## src/rtl/lsu_pkg.sv

```systemverilog
// Shared encodings for the load/store unit. Sub-word (byte/half) support is
// compiled in only when LSU_SUBWORD_EN is defined.
package lsu_pkg;

  localparam int DATA_W = 32;
  localparam int RAM_AW = 12;

  localparam logic [1:0] SZ_B = 2'b00;
  localparam logic [1:0] SZ_H = 2'b01;
  localparam logic [1:0] SZ_W = 2'b10;

  typedef enum logic [2:0] {
    IDLE,
    RD_ISSUE,
    RD_WAIT,
    WR_ISSUE,
    RESP
  } state_e;

  // Illegal size or misaligned lane; such requests never touch the RAM.
  function automatic logic access_err(input logic [1:0] size, input logic [1:0] lane);
    case (size)
`ifdef LSU_SUBWORD_EN
      SZ_B:    return 1'b0;
      SZ_H:    return lane[0];
`endif
      SZ_W:    return lane != 2'b00;
      default: return 1'b1;
    endcase
  endfunction

endpackage

```

## src/rtl/lsu_align.sv

```systemverilog
// Lane steering for the LSU: load extract/extend and sub-word store merge
// into the word read back from RAM. Purely combinational.
module lsu_align
  import lsu_pkg::*;
(
  input  logic [1:0]        size,
  input  logic [1:0]        lane,
  input  logic              zext,
  input  logic [DATA_W-1:0] rdata,
  input  logic [DATA_W-1:0] wdata,
  output logic [DATA_W-1:0] ld_data,
  output logic [DATA_W-1:0] st_word
);

  logic        [7:0]  b_sel;
  logic        [15:0] h_sel;
  logic signed [7:0]  b_s;
  logic signed [15:0] h_s;

  always_comb begin
    case (lane)
      2'd0:    b_sel = rdata[7:0];
      2'd1:    b_sel = rdata[15:8];
      2'd2:    b_sel = rdata[23:16];
      default: b_sel = rdata[31:24];
    endcase
    h_sel = lane[1] ? rdata[31:16] : rdata[15:0];
    b_s   = signed'(b_sel);
    h_s   = signed'(h_sel);

    case (size)
      SZ_B:    ld_data = zext ? {24'b0, b_sel} : DATA_W'(b_s);
      SZ_H:    ld_data = zext ? {16'b0, h_sel} : DATA_W'(h_s);
      default: ld_data = rdata;
    endcase
  end

  // Only the addressed lane(s) take the low bits of the store data.
  always_comb begin
    st_word = rdata;
    case (size)
      SZ_B: begin
        case (lane)
          2'd0:    st_word[7:0]   = wdata[7:0];
          2'd1:    st_word[15:8]  = wdata[7:0];
          2'd2:    st_word[23:16] = wdata[7:0];
          default: st_word[31:24] = wdata[7:0];
        endcase
      end
      SZ_H: begin
        if (lane[1]) st_word[31:16] = wdata[15:0];
        else         st_word[15:0]  = wdata[15:0];
      end
      default: st_word = wdata;
    endcase
  end

endmodule

```

## src/rtl/lsu.sv

```systemverilog
// Load/store unit between a CPU request port and a registered-read word RAM.
// Define LSU_SUBWORD_EN to enable byte/half accesses (read-modify-write stores).
module lsu
  import lsu_pkg::*;
(
  input  logic              clk,
  input  logic              clr_n,
  input  logic              req_valid,
  output logic              req_ready,
  input  logic              req_we,
  input  logic [1:0]        req_size,
  input  logic              req_unsigned,
  input  logic [13:0]       req_addr,
  input  logic [DATA_W-1:0] req_wdata,
  output logic              rsp_valid,
  output logic [DATA_W-1:0] rsp_rdata,
  output logic              rsp_err,
  output logic              mem_sel,
  output logic              mem_ld,
  output logic              mem_str,
  output logic              mem_clr,
  output logic [RAM_AW-1:0] mem_address,
  output logic [DATA_W-1:0] mem_wdata,
  input  logic [DATA_W-1:0] mem_rdata
);

  state_e            state;
  logic              sel_q, ld_q, str_q;
  logic [1:0]        lane_p0;
  logic [1:0]        size_p0;
  logic              we_p0;
  logic              zext_p0;
  logic [DATA_W-1:0] wdata_p0;
  logic [DATA_W-1:0] ld_data;
  logic [DATA_W-1:0] st_word;

  assign mem_clr = ~clr_n;
  // Gating by clr_n stops a strobe already registered from reaching the RAM on the reset edge.
  assign mem_sel = sel_q & clr_n;
  assign mem_ld  = ld_q  & clr_n;
  assign mem_str = str_q & clr_n;

  // Stage p0: request captured at acceptance; data only, no reset needed.
  always_ff @(posedge clk) begin
    if (req_valid && req_ready) begin
      lane_p0  <= req_addr[1:0];
      size_p0  <= req_size;
      we_p0    <= req_we;
      zext_p0  <= req_unsigned;
      wdata_p0 <= req_wdata;
    end
  end

  lsu_align u_align (
    .size    (size_p0),
    .lane    (lane_p0),
    .zext    (zext_p0),
    .rdata   (mem_rdata),
    .wdata   (wdata_p0),
    .ld_data (ld_data),
    .st_word (st_word)
  );

`ifndef LSU_SUBWORD_EN
  logic unused_ok;
  assign unused_ok = ^{we_p0, st_word};
`endif

  always_ff @(posedge clk) begin
    if (!clr_n) begin
      state       <= IDLE;
      req_ready   <= 1'b1;
      rsp_valid   <= 1'b0;
      rsp_rdata   <= '0;
      rsp_err     <= 1'b0;
      sel_q       <= 1'b0;
      ld_q        <= 1'b0;
      str_q       <= 1'b0;
      mem_address <= '0;
      mem_wdata   <= '0;
    end else begin
      req_ready <= 1'b0;
      rsp_valid <= 1'b0;
      rsp_rdata <= '0;
      rsp_err   <= 1'b0;
      sel_q     <= 1'b0;
      ld_q      <= 1'b0;
      str_q     <= 1'b0;
      case (state)
        IDLE: begin
          req_ready <= 1'b1;
          if (req_valid) begin
            req_ready   <= 1'b0;
            mem_address <= req_addr[13:2];
            if (access_err(req_size, req_addr[1:0])) begin
              state     <= RESP;
              rsp_valid <= 1'b1;
              rsp_err   <= 1'b1;
            end else if (req_we && req_size == SZ_W) begin
              state     <= WR_ISSUE;
              sel_q     <= 1'b1;
              str_q     <= 1'b1;
              mem_wdata <= req_wdata;
            end else begin
              // Loads and sub-word stores both start by reading the word.
              state <= RD_ISSUE;
              sel_q <= 1'b1;
              ld_q  <= 1'b1;
            end
          end
        end
        RD_ISSUE: state <= RD_WAIT;
        RD_WAIT: begin
`ifdef LSU_SUBWORD_EN
          if (we_p0) begin
            state     <= WR_ISSUE;
            sel_q     <= 1'b1;
            str_q     <= 1'b1;
            mem_wdata <= st_word;
          end else
`endif
          begin
            state     <= RESP;
            rsp_valid <= 1'b1;
            rsp_rdata <= ld_data;
          end
        end
        WR_ISSUE: begin
          state     <= RESP;
          rsp_valid <= 1'b1;
        end
        RESP: begin
          state     <= IDLE;
          req_ready <= 1'b1;
        end
        default: state <= IDLE;
      endcase
    end
  end

endmodule

```

## config.mk

```make
export PLATFORM = sky130hd
export DESIGN_NAME = lsu
export DESIGN_NICKNAME = d
export VERILOG_FILES = /design/src/rtl/lsu_pkg.sv /design/src/rtl/lsu_align.sv /design/src/rtl/lsu.sv
export SDC_FILE = /design/constraint.sdc
export NUM_CORES = 1
export LEC_CHECK = 0
export ABC_CLOCK_PERIOD_IN_PS = 2200
export CORE_ASPECT_RATIO = 0.9
export CORE_MARGIN = 10
export CORE_UTILIZATION = 40
export CTS_CLUSTER_DIAMETER = 150
export DETAILED_ROUTE_END_ITERATION = 6
export PLACE_DENSITY = 0.8
export RECOVER_POWER = 50
export SETUP_SLACK_MARGIN = 0.05
export SYNTH_ARGS = -nofsm -noshare
export SYNTH_HDL_FRONTEND = slang
export SYNTH_SLANG_ARGS = --single-unit
export TNS_END_PERCENT = 50
```

## constraint.sdc

```tcl
create_clock -name clk -period 2.2 [get_ports clk]
set_clock_uncertainty 0.1 [all_clocks]
set_input_delay 0.22 -clock clk [delete_from_list [all_inputs] [get_ports clk]]
set_output_delay 0.22 -clock clk [all_outputs]
set_load 0.02 [all_outputs]
```

==> out/qor.csv <==
metric,value,unit
Area growth syn-to-layout,57.0,%
die height,108,µm
Tmin final,1.86,ns
fin. max-slew vios,0,
count of final hold-check violations,0,
kind of critical path,in -> reg,
1st-pass router iterations,4,
root buffer cell,clkbuf_8,
share of cells above drive strength 1,7.30,%
DRT Wirelength,10.8,mm
ys flop type,dfxtp_1,
Hold Crit Endpoint,req_ready$_SDFF_PN1_,
DRT iter0 DRCs,170,
CTS tree,built,
CP endpoint kind,flip-flop,
routability congestion estimate,0.882,
crit path DAT,1.99,ns
synth warn,0,
first-pass GRT wire length,16.9,mm
number of synthesized flops with an enable pin,5,
clock slew at the register clock pins of the worst setup and hold paths,0.08,ns
Core ar.,8180,µm²
# hold bufs at CTS,0,
"Seq/Total Area, Yosys",54.4,%
Max-slew headroom,51.4,%
P_leak,0.00214,µW
Placed Area,5180,µm²
Routed Antenna Nets,0,
CTS sink cnt,90,
post-DR vias/cell,5.02,
Non-Filler Instances,665,
vias in the first global route,3376,
RSZ-0062 raised after global routing,false,
Inst Count DP,649,
final setup fails,0,
fin util,65.4,%
Yosys cell types,39,
Die Wd,117,µm
hold_ws,0.100,ns
"commonest non-fill, non-tap cell in the layout",clkdlybuf4s50_1,
Worst Hold Depth,2,
Crit Path Max Fanout,54,
CTS H-Tree Depth,3,
GR Overflow Total,0,
"Data required, critical path",2.33,ns
Rows,31,
largest net degree at the start of global routing,58,
maxcap violations,0,
Post-Syn Instances,384,
r2r setup slk,0.37,ns
fin area,5350,µm²
DP Wirelength,8.43,mm
class of the worst hold path,in -> reg,
fin crit share,84.5,%
"commonest cells after routing, fill and taps aside","clkdlybuf4s50_1 (107), nand2_1 (89), dfxtp_1 (85), dlygate4sd3_1 (59), nand3_1 (33)",
port buffer count,167,
Worst R2R Start,state[2]$_SDFFE_PN0N_,
post-CTS sizing,0,
number of synthesized register bits,90,
Worst R2R End,ld_q$_SDFF_PP0_,
routed vias,3338,
"Cell Area, Synth",3410,µm²
Wirelength per Cell,16.3,µm
achievable frequency,538,MHz
Slew @ Worst Pin,0.730,ns
syn_area_per_cell,8.87,µm²
number of buffers on the longest clock path,2,
initial antenna violation count,3,
die area,12600,µm²
worst hold start,clr_n,
worst reg2reg path depth,4,
ys async rst share,0,%
Overall Global Routing Usage,16.9,%
# IOs,168,
DRC violations left,0,
PD cells,596,nW/µm²
Final Net Count,630,
CP startpoint,req_size[0],
Final TNS setup,0,ns
Synth Net Count,469,
post-CTS setup buffer count,0,
"Clk Latency, worst-skew pair",0.34,ns
type of element launching the critical path,primary input,
outcome,completed,
starting density of the core,41.6,%
total CTS buffers,9,
Peak VDD IR,0.000459,V
==> power breakdown <==
| group | internal, µW | switching, µW |
|---|---|---|
| logic | 225 | 203 |
| clock network | 526 | 541 |
| registers | 1670 | 21.8 |
==> logic make-up after synthesis <==
family	after synthesis	share of synthesized area, %
AOI/OAI and AO/OA	94	16.2
and+or+nand+nor	163	23.8
muxes	3	0.881
DFF	90	54.4
buffers and inverters	34	4.70
==> state kept, by name, indices dropped and copies added, names as in the netlist, 2 cells and up <==
name	flops
mem_address	12
mem_wdata	32
state	3
rsp_rdata	32
lane_p0	2
size_p0	2
==> critical path: stages <==
cell           delay [ns]
dlygate4sd3_1        0.59
nor4b_4              0.30
nand3_1              0.36
buf_12               0.31
nand3_1              0.11
o21ai_0              0.09
==> layout make-up <==
type                       count  area [µm²]
multi-input combinational    260        1380
fill                         678        2830
clock buffer                  12         176
sequential                    90        1850
clock inverter                 2        10.0
timing repair buffer         179        1760
antenna                        2        5.00
tap                          115         144
inverter                       5        18.8
==> per-stage QoR <==
step / worst slack [ns] / total power (µW)
finish: 0.341 / 3190
global route: 0.175 / 3320
CTS: 0.433 / 3230
detailed placement: 0.264 / 2170
global placement: 0.331 / 2160
floorplan: 0.573 / 1910
==> metal layers <==
metal / vias up / GRT usage (%) / share of wire, %
li1: 1662 / - / -
met1: 1507 / 18.0 / 38
met2: 150 / 26.8 / 44
met3: 17 / 10.8 / 16
met4: 2 / 5.38 / 1.4
met5: - / 0 / 0.12
==> cell usage after synthesis, drive strengths merged (5+ instances only) <==
cell type  instances  area (µm²)
nand3             33         178
dfxtp             85        1700
o22ai              9        56.3
and2               6        37.5
edfxtp             5         150
clkbuf            15        56.3
nor3              16        95.1
buf               14        85.1
o21ai             33         165
a21oi             32         160
nor2               5        18.8
o221a              7        78.8
a31oi              8        50.1
inv                5        18.8
nand2             89         334
==> worst max path at each step <==
stage                     slack, ns                          to  depth (start not counted)
after CTS                      0.43     rsp_rdata[7]$_SDFF_PN0_                          4
final                          0.34  mem_wdata[23]$_SDFFE_PN0P_                          6
after detailed placement       0.26     rsp_rdata[9]$_SDFF_PN0_                          5
after global routing           0.18   mem_wdata[6]$_SDFFE_PN0P_                          6
after floorplan                0.57    rsp_rdata[21]$_SDFF_PN0_                          5
after global placement         0.33             ld_q$_SDFF_PP0_                          5
Note: power is estimated with default switching activity, not from simulation.
